===== src/rtl/count_monitor_pkg.sv =====
// Shared types and default parameters for the count_monitor slice.
// Optional macro COUNT_MONITOR_FAIL_STICKY_EN adds the absorbing S_FAIL state.
package count_monitor_pkg;

  localparam int DEF_WIDTH    = 4;
  localparam int DEF_SYNC_CNT = 2;
  localparam int DEF_WRAP_W   = 8;
  localparam int DEF_ERR_W    = 8;

  typedef enum logic [1:0] {
    S_INIT = 2'd0,
    S_ACQ  = 2'd1,
    S_LOCK = 2'd2
`ifdef COUNT_MONITOR_FAIL_STICKY_EN
    ,
    S_FAIL = 2'd3
`endif
  } state_t;

  // Bits needed to hold values 0..sync_cnt, never less than one.
  function automatic int match_width(input int sync_cnt);
    int w;
    w = $clog2(sync_cnt + 1);
    return (w < 1) ? 1 : w;
  endfunction

endpackage


===== src/rtl/count_mon_satcnt.sv =====
// Saturating up-counter with synchronous clear and increment enable.
module count_mon_satcnt #(
  parameter int W = 8
) (
  input  logic         clk,
  input  logic         clr,
  input  logic         inc,
  output logic [W-1:0] count
);

  always_ff @(posedge clk) begin
    if (clr)
      count <= '0;
    else if (inc && (count != '1))
      count <= count + W'(1);
  end

endmodule


===== src/rtl/count_monitor.sv =====
// Checks that q advances by +1 modulo 2^WIDTH every clock; reports lock, wraps and errors.
// Build option COUNT_MONITOR_FAIL_STICKY_EN makes a loss of lock permanent until rst.
module count_monitor
  import count_monitor_pkg::*;
#(
  parameter int WIDTH    = DEF_WIDTH,
  parameter int SYNC_CNT = DEF_SYNC_CNT,
  parameter int WRAP_W   = DEF_WRAP_W,
  parameter int ERR_W    = DEF_ERR_W
) (
  input  logic              clk,
  input  logic              rst,
  input  logic [WIDTH-1:0]  q,
  output logic              locked,
  output logic              wrap_pulse,
  output logic [WRAP_W-1:0] wrap_cnt,
  output logic              err,
  output logic [ERR_W-1:0]  err_cnt,
  output logic [WIDTH-1:0]  last_q
);

  localparam int MATCH_W = match_width(SYNC_CNT);

  state_t             state;
  state_t             next_state;
  logic [MATCH_W-1:0] match;
  logic [WIDTH-1:0]   q_expect;
  logic               good_step;
  logic               wrap_seen;
  logic               match_done;
  logic               locked_next;
  logic               err_next;
  logic               wrap_next;
  logic               match_clr;
  logic               match_inc;

  assign q_expect   = last_q + WIDTH'(1);
  assign good_step  = (q == q_expect);
  assign wrap_seen  = (last_q == '1) && (q == '0);
  assign match_done = (match == MATCH_W'(SYNC_CNT - 1));

  always_ff @(posedge clk) begin
    if (rst)
      state <= S_INIT;
    else
      state <= next_state;
  end

  always_comb begin
    next_state = state;
    case (state)
      S_INIT: next_state = S_ACQ;
      S_ACQ:  if (good_step && match_done) next_state = S_LOCK;
      S_LOCK: if (!good_step) begin
`ifdef COUNT_MONITOR_FAIL_STICKY_EN
        next_state = S_FAIL;
`else
        next_state = S_ACQ;
`endif
      end
`ifdef COUNT_MONITOR_FAIL_STICKY_EN
      S_FAIL: next_state = S_FAIL;
`endif
      default: next_state = S_INIT;
    endcase
  end

  // The match counter only runs while acquiring; every other state holds it at zero.
  always_comb begin
    locked_next = 1'b0;
    err_next    = 1'b0;
    wrap_next   = 1'b0;
    match_clr   = 1'b1;
    match_inc   = 1'b0;
    case (state)
      S_ACQ: begin
        if (good_step && match_done) begin
          locked_next = 1'b1;
        end else if (good_step) begin
          match_clr = 1'b0;
          match_inc = 1'b1;
        end
      end
      S_LOCK: begin
        if (good_step) begin
          locked_next = 1'b1;
          wrap_next   = wrap_seen;
        end else begin
          err_next = 1'b1;
        end
      end
      default: ;
    endcase
  end

  always_ff @(posedge clk) begin
    if (rst) begin
      locked     <= 1'b0;
      err        <= 1'b0;
      wrap_pulse <= 1'b0;
      wrap_cnt   <= '0;
      last_q     <= '0;
    end else begin
      locked     <= locked_next;
      err        <= err_next;
      wrap_pulse <= wrap_next;
      last_q     <= q;
      if (wrap_next)
        wrap_cnt <= wrap_cnt + WRAP_W'(1);
    end
  end

  count_mon_satcnt #(.W(MATCH_W)) u_match (
    .clk   (clk),
    .clr   (rst || match_clr),
    .inc   (match_inc),
    .count (match)
  );

  count_mon_satcnt #(.W(ERR_W)) u_errcnt (
    .clk   (clk),
    .clr   (rst),
    .inc   (err_next),
    .count (err_cnt)
  );

endmodule

===== config.mk =====
export PLATFORM = sky130hd
export DESIGN_NAME = count_monitor
export DESIGN_NICKNAME = d
export VERILOG_FILES = /design/src/rtl/count_monitor_pkg.sv /design/src/rtl/count_mon_satcnt.sv /design/src/rtl/count_monitor.sv
export SDC_FILE = /design/constraint.sdc
export NUM_CORES = 1
export LEC_CHECK = 0
export ABC_AREA = 1
export CAP_MARGIN = 20
export CORE_MARGIN = 1
export CORE_UTILIZATION = 30
export CTS_CLUSTER_SIZE = 30
export DETAILED_ROUTE_END_ITERATION = 6
export GPL_TIMING_DRIVEN = 0
export PLACE_DENSITY_LB_ADDON = 0.2
export SLEW_MARGIN = 5
export SYNTH_ARGS = -nofsm -noshare
export SYNTH_HDL_FRONTEND = slang
export SYNTH_SLANG_ARGS = --single-unit

===== constraint.sdc =====
create_clock -name clk -period 1.65 [get_ports clk]
set_input_delay 0.495 -clock clk [delete_from_list [all_inputs] [get_ports clk]]
set_output_delay 0.495 -clock clk [all_outputs]
set_load 0.005 [all_outputs]

======== Word-level counts from Yosys, hierarchy flattened ========
Index checks and enable logic that the tools add are counted.
Widths: inputs -> output; s select.
cells by class
  add/subtract/negate cells ............... 4
  $mul .................................... 0
  divide/modulo/power cells ............... 0
  order comparisons ....................... 0
  eq/ne operators ......................... 9
  shift-type cells ........................ 0
  mux-type cells .......................... 14
  bitwise operators ....................... 0
  reductions and logical operators ........ 8
operators with widths
  cell                 count
  $add 8x1->8 const B  2
  $mux 1               10
  $ne 8x8->1 const B   1
  $ne 2x2->1 const B   3
  $pmux 2 s3           1
  $add 4x1->4 const B  1
  $eq 2x1->1 const B   2
  $eq 4x4->1           1
  $eq 4x4->1 const B   1
  $logic_and 1x1->1    4
  $logic_not 4->1      1
  $mux 2               2
  $add 2x1->2 const B  1
  $eq 2x2->1 const B   1
  $logic_not 2->1      1
  $pmux 1 s2           1
  $reduce_and 2->1     1
  $logic_or 1x1->1     1
word-level totals
  register bits after elaboration ......... 27
  latch bits .............................. 0
  RAM bits ................................ 0
  memory bits (read-only) ................. 0
  output and inout port bits .............. 23
  memories ................................ 0

======== Logic depth before layout (Yosys ltp) ========
Gate-level depths: netlist of the first run.
  word-level depth ........................ 6
  mapped depth ............................ 11

======== Hierarchy ========
A second synthesis of the first run with hierarchy kept.
second synthesis, totals
  cells, all modules ...................... 225
  area total of the unflattened synthesis .. 1581.5 µm²
modules (own cells, without submodules)
  module                       instances  cells an instance  area each (µm²)  seq. area each (µm²)
  count_monitor                1          132                991.0            340.3
  count_mon_satcnt (u_errcnt)  1          77                 484.2            160.2
  count_mon_satcnt (u_match)   1          16                 106.4            40.0

======== Least setup slack after synthesis of the first run ========
Ideal clock, no wire load.
  path type ............................... reg-to-reg
  start ................................... register last_q[0]
  end ..................................... register wrap_cnt[0]
  data arrival time ....................... 1.464 ns
  required time ........................... 1.523 ns
  slack ................................... 0.059 ns
  stages on the path, launching flop included .. 11
  period minus slack after synthesis ...... 1.591 ns
  cells stage by stage .................... dfxtp_1 > ha_1 > inv_1 > nand2_1 > nand2_1 > nor2_2 > nand2_2 > nor2_8 > nand3_4 > xor2_1 > nor2_2
between the ends
  word-level cells in the longest chain between the ends .. 4
  elaborated cells on any way between the ends .. 6
  classes of those cells .................. 1 x add/sub; 2 x eq/ne; 2 x mux; 1 x reduce/logical
RTL lines
  what                                             RTL line                                  text
  from (decl)                                      count_monitor.sv:19                       output logic [WIDTH-1:0] last_q
  from (signal assigned)                           count_monitor.sv:107                      last_q <= q;
  $add 4x1->4 or $eq 4x4->1 (tied branches)        count_monitor.sv:37, count_monitor.sv:39
  $eq 4x4->1 or $logic_and 1x1->1 (tied branches)  count_monitor.sv:38, count_monitor.sv:39
  $mux 1 (*)                                       count_monitor.sv:85                       if (good_step) begin
  $mux 1 (*)                                       count_monitor.sv:75                       case (state)
  to (signal assigned)                             count_monitor.sv:109                      wrap_cnt <= wrap_cnt + WRAP_W'(1);
  to (decl)                                        count_monitor.sv:16                       output logic [WRAP_W-1:0] wrap_cnt,
Every way passes the cells marked *; elsewhere a longest branch is shown, timed or not.
A chain may end at the register's enable or synchronous reset.

======== Worst setup path after layout of the first run ========
Ends and elaborated chain as after synthesis.

==> flow_summary.json, run 1 <==
{
  "path_clk_slew_ns": 0.09,
  "crit_family": "simple AND/OR/NAND/NOR gates",
  "nFillCells": 479,
  "outcome": "finished with violations",
  "cts_hold_buf": 0,
  "dp_hpwl_um": 2280,
  "period_share_pct": 101,
  "crit_chain": "ha_4 -> inv_2 -> nand2_2 -> nand2_2 -> nor2_4 -> nand2_4 -> nor2_8 -> nand3_4 -> xor2_2 -> nor2_2",
  "ios": 29,
  "design_area_um2": 2290,
  "cp-end-kind": "register",
  "crit_fanout": 7,
  "violations": "negative setup slack",
  "core_area_um2": 4720,
  "die_width_um": 72.3,
  "drv_slew": 0,
  "grt_pass1_wl_um": 6060,
  "path_buf_inv": 1,
  "clock_sinks": 27,
  "max_freq_mhz": 599,
  "worstPathArrival_ns": 1.82,
  "numCtsBuffers": 3,
  "setup_viol": 4,
  "min_path_type": "register to register",
  "num_rows": 25,
  "syn_to_final_growth_pct": 54.9,
  "skew_ns": 0.00404,
  "critical_path_required_ns": 1.80,
  "cts_root_buf": "clkbuf_8",
  "multi_input_area_um2": 951,
  "nNetsFinal": 268,
  "syn_inst": 194,
  "grt_overflow_total": 0,
  "synth_cell_types": 27,
  "worst_path_most_repeated_cell": "nand2_2",
  "rsz0062_at_grt": "yes",
  "synth.yosys.seq_area_share_pct": 36.5,
  "p_per_area_nw_per_um2": 690,
  "placed_area_um2": 1840,
  "maxCapViolations": 0,
  "drt-total-wl_um": 3570,
  "h-tree-depth": 1,
  "antenna_found_initial": 0,
  "p_leak_nw": 1.08,
  "cpPeakStageDelay_ns": 0.36,
  "syn_avg_cell_area_um2": 7.64,
  "post_drt_wl_per_cell_um": 11.2,
  "firstDrtPassIters": 4,
  "synth_fp_nets": 208,
  "grt_use_total_pct": 14.8,
  "dp_slack_ns": -0.482,
  "vias_per_cell": 4.50,
  "register_area_um2": 581,
  "tightest_slew_ns": 0.610,
  "die_h_um": 72.3,
  "layout_commonest_cell": "nand2_1",
  "drt_drc_violations_left": 0,
  "drive_gt1_share_pct": 38.3,
  "die-area_um2": 5220,
  "grt_max_degree": 15,
  "grt_pass1_vias": 1318,
  "initial_utilization_pct": 31.4,
  "finalCriticalPeriod_ns": 1.67,
  "synth-seq-cells": 27,
  "relSlewSlack_pct": 59.4,
  "ir_drop_mv": 0.414,
  "ant_nets": 0,
  "gp_congestion": 0.733,
  "critPathKind": "register to register",
  "insertion_delay_ns": 0.27,
  "start_kind": "register",
  "dr.first_iter.drc_count": 32,
  "final_cell_mix": "nand2_1 (29), buf_4 (25), inv_1 (17), nor2_1 (16), dfxtp_2 (14)",
  "ys_warn_count": 0,
  "hold_violations": 0,
  "synth_area_um2": 1480,
  "cp_slowest_cell": "dfxtp_4",
  "cts_tree": "done",
  "portBuffers": 27,
  "diodes": 0,
  "routed-via-count": 1440,
  "clock_path_buffers": 2,
  "setup_slack_ns": -0.0196
}
[per-layer routing]
layer  GRT usage, %  up-vias  wire, um
met1           19.8      662      1730
met4           3.27        0        29
met3           3.61        2       126
met5              0        -         0
met2           24.2       27      1680
li1               -      749         -
[cell type report]
cell class,instances,area share (%)
Buffer,4,1.04
Tap cell,67,3.65
Sequential cell,27,25.3
Timing Repair Buffer,55,22.5
Clock buffer,4,1.96
Inverter,25,4.09
Multi-Input combinational cell,138,41.4
[sequential cells by signal, summed over array words and instances, names as in the netlist]
name	count
last_q	4
locked	1
state	2
err	1
wrap_pulse	1
u_match.count	2
wrap_cnt	8
u_errcnt.count	8
[worst reg2reg max path, cell delays in order (launching register included)]
cell and delay (ns):
dfxtp_4 0.36, ha_4 0.26, inv_2 0.03, nand2_2 0.05, nand2_2 0.06, nor2_4 0.19, nand2_4 0.09, nor2_8 0.19
nand3_4 0.13, xor2_2 0.15, nor2_2 0.04
[logic make-up (layout without fill, tap and decap cells)]
group | count (synthesis) | after routing | share of synthesized area, %
xor gates and xnor gates | 10 | 10 | 5.91
adders and majority gates | 8 | 8 | 6.76
and+or+nand+nor | 97 | 97 | 34.0
DFF | 27 | 27 | 36.5
AOI/OAI and AO/OA | 23 | 23 | 8.95
buffers and inverters | 29 | 88 | 7.85
[path summary, 6_finish.rpt]
check                                                    start                              to  slack, ns  cells after the start
worst max register to register            last_q[0]$_SDFF_PP0_        wrap_cnt[0]$_SDFFE_PP0P_      -0.02                     10
worst min-delay path            u_errcnt.count[1]$_SDFFE_PP0P_  u_errcnt.count[1]$_SDFFE_PP0P_       0.47                      2
worst min register to register  u_errcnt.count[1]$_SDFFE_PP0P_  u_errcnt.count[1]$_SDFFE_PP0P_       0.47                      2
worst max-delay path                      last_q[0]$_SDFF_PP0_        wrap_cnt[0]$_SDFFE_PP0P_      -0.02                     10
[Yosys cell counts]
library cell	number	area (um^2)
a21oi_1	12	60.1
a21oi_2	3	26.3
buf_6	1	11.3
clkbuf_1	3	11.3
clkinv_1	3	11.3
dfxtp_1	27	541
ha_1	8	100
inv_1	21	78.8
inv_2	1	3.75
nand2_1	39	146
nand2_2	6	37.5
nand3_1	10	50.1
nand3_2	4	40.0
nand3_4	1	17.5
nand4_1	10	62.6
nor2_1	16	60.1
nor2_2	2	12.5
nor2_8	1	20.0
nor3_1	5	25.0
nor3_2	1	10.0
nor3_4	1	16.3
nor4_1	1	6.26
o2111a_1	1	11.3
o21ai_0	2	10.0
o21ai_1	5	25.0
xnor2_1	4	35.0
xor2_1	6	52.6
[timing repair]
action	4_1_cts	5_1_grt
gates cloned	1	0
resized for setup	40	37
setup endpoints to repair	40	34
pin swaps	9	13
endpoints found under the hold margin	0	0
buffers inserted	17	10
[through the flow]
step | hold WS [ns] | power [mW] | util, % | setup TNS (ns) | std cells
2_1_floorplan | 0.465 | 1.00 | - | 0 | 194
3_3_place_gp | 0.478 | 1.12 | 38.9 | -9.48 | 288
3_5_place_dp | 0.483 | 1.11 | 38.9 | -9.60 | 288
4_1_cts | 0.480 | 1.55 | 44.5 | -0.0516 | 310
5_1_grt | 0.489 | 1.70 | 48.6 | -0.881 | 320
6_report | 0.474 | 1.58 | 48.6 | -0.0468 | 320
[power breakdown]
group | internal (mW) | total, mW | switching, mW
Sequential | 0.689 | 0.719 | 0.0299
Clock | 0.173 | 0.373 | 0.200
Combinational | 0.202 | 0.493 | 0.291
Total | 1.06 | 1.58 | 0.521
Note: power is estimated with default switching activity, not from simulation.
==> run 2: changes to the inputs <==
- TNS_END_PERCENT: unset -> 10
==> run 2 against run 1 <==
  * Wire length decreased by 6.7%
  * Hold slack about the same
  * The run still ends with negative setup slack left
  * Critical endpoint unchanged
  * Setup slack better by 0.0090 ns
==> flow_summary.json, run 2 (same netlist as run 1, synthesis figures left out) <==
{
  "nFillCells": 494,
  "setup_slack_ns": -0.0106,
  "dr.first_iter.drc_count": 40,
  "ant_nets": 0,
  "max_freq_mhz": 602,
  "ir_drop_mv": 0.446,
  "critical_path_required_ns": 1.80,
  "num_rows": 25,
  "critPathKind": "register to register",
  "whs_ns": 0.474,
  "relSlewSlack_pct": 59.6,
  "grt_pass1_vias": 1299,
  "cts_root_buf": "clkbuf_8",
  "setup_viol": 1,
  "worst_path_most_repeated_cell": "nand2_2",
  "outcome": "finished with violations",
  "placed_area_um2": 1840,
  "grt_max_degree": 15,
  "drv_slew": 0,
  "p_total_mw": 1.55,
  "routed-via-count": 1383,
  "clock_sinks": 27,
  "antenna_found_initial": 0,
  "cp_slowest_cell": "dfxtp_4",
  "cpPeakStageDelay_ns": 0.37,
  "die_h_um": 72.3,
  "drt_drc_violations_left": 0,
  "die-area_um2": 5220,
  "ios": 29,
  "vias_per_cell": 4.55,
  "design_area_um2": 2130,
  "min_path_type": "register to register",
  "grt_use_total_pct": 14.6,
  "rsz0062_at_grt": "yes",
  "portBuffers": 27,
  "cts_tree": "done",
  "skew_ns": 0.00535,
  "dp_hpwl_um": 2280,
  "period_share_pct": 101,
  "maxCapViolations": 0,
  "grt_pass1_wl_um": 6000,
  "clock_path_buffers": 2,
  "p_leak_nw": 1.07,
  "p_per_area_nw_per_um2": 728,
  "gp_congestion": 0.733,
  "path_clk_slew_ns": 0.09,
  "tightest_slew_ns": 0.606,
  "crit_chain": "ha_4 -> inv_2 -> nand2_2 -> nand2_2 -> nor2_4 -> nand2_4 -> nor2_8 -> nand3_4 -> xor2_2 -> nor2_2",
  "core_area_um2": 4720,
  "numCtsBuffers": 3,
  "path_buf_inv": 1,
  "grt_overflow_total": 0,
  "cts_hold_buf": 0,
  "syn_to_final_growth_pct": 43.8,
  "h-tree-depth": 1,
  "worstPathArrival_ns": 1.81,
  "firstDrtPassIters": 4,
  "final_cell_mix": "nand2_1 (34), inv_1 (17), nor2_1 (16), dfxtp_2 (14), dlymetal6s2s_1 (13)",
  "dp.cells": 288,
  "initial_utilization_pct": 31.4,
  "reg_top3": "u_errcnt.count (8), wrap_cnt (8), last_q (4)",
  "insertion_delay_ns": 0.27,
  "crit_fanout": 7,
  "drt-total-wl_um": 3330,
  "crit_family": "simple AND/OR/NAND/NOR gates",
  "start_kind": "register",
  "violations": "negative setup slack",
  "layout_commonest_cell": "nand2_1",
  "drive_gt1_share_pct": 30.4,
  "hold_violations": 0,
  "finalNonFillerCells": 304,
  "nNetsFinal": 252,
  "finalCriticalPeriod_ns": 1.66,
  "cp-end-kind": "register",
  "die_width_um": 72.3,
  "post_drt_wl_per_cell_um": 11.0,
  "diodes": 0
}
-- run 2: cell count changes in the layout (fill, tap and decap cells not counted), sizes merged --
cell,delta
buf,-16
clkdlybuf4s50,-10
dlygate4sd2,+6
dlymetal6s2s,+4
-- run 2: metrics by stage --
step | setup TNS (ns) | worst slack (ns) | util, %
CTS | -0.0638 | -0.0368 | 43.4
finish | -0.0106 | -0.0106 | 45.1
global placement | -9.48 | -0.482 | 38.9
detailed placement | -9.60 | -0.482 | 38.9
floorplan | 0 | 0.0594 | -
global route | -0.861 | -0.107 | 45.1
-- run 2: metal layers --
layer,vias to the layer above,global-route usage (%),share of wire [%]
li1,721,-,-
met1,635,19.7,48
met2,25,23.7,47
met3,2,3.61,3.9
met4,0,3.27,0.87
met5,-,0,0
-- run 2: what timing repair did --
| action | in CTS | in global routing |
|---|---|---|
| cloned | 1 | 0 |
| pin swaps | 9 | 4 |
| setup endpoints to repair | 40 | 31 |
| buffers inserted | 11 | 0 |
| resized for setup | 45 | 30 |
-- run 2: area by class of cell --
cell class	count	area (um^2)	area share (%)
flip-flops and latches	27	581	27.2
plain buffers	4	23.8	1.12
multi-input cells	138	908	42.6
well taps	67	83.8	3.93
inverters	25	93.8	4.40
clock buffers	4	45.0	2.11
repair buffers	39	395	18.6
-- run 2: worst paths after layout --
path | start | to | slack [ns] | cells after the start
setup / recovery | last_q[1]$_SDFF_PP0_ | wrap_cnt[0]$_SDFFE_PP0P_ | -0.01 | 10
hold / removal | u_errcnt.count[1]$_SDFFE_PP0P_ | u_errcnt.count[1]$_SDFFE_PP0P_ | 0.47 | 2
setup reg to reg | last_q[1]$_SDFF_PP0_ | wrap_cnt[0]$_SDFFE_PP0P_ | -0.01 | 10
hold reg to reg | u_errcnt.count[1]$_SDFFE_PP0P_ | u_errcnt.count[1]$_SDFFE_PP0P_ | 0.47 | 2
-- run 2: power breakdown --
part           switching [mW]  leakage, nW  internal (mW)
Combinational           0.263        0.822          0.191
Clock                   0.205       0.0228          0.173
Sequential             0.0294        0.230          0.689
Total                   0.497         1.07           1.05
-- run 2: worst min-delay path, cell delays in order (launching register included) --
cell,delay [ns]
dfxtp_2,0.34
inv_1,0.05
a21oi_1,0.05
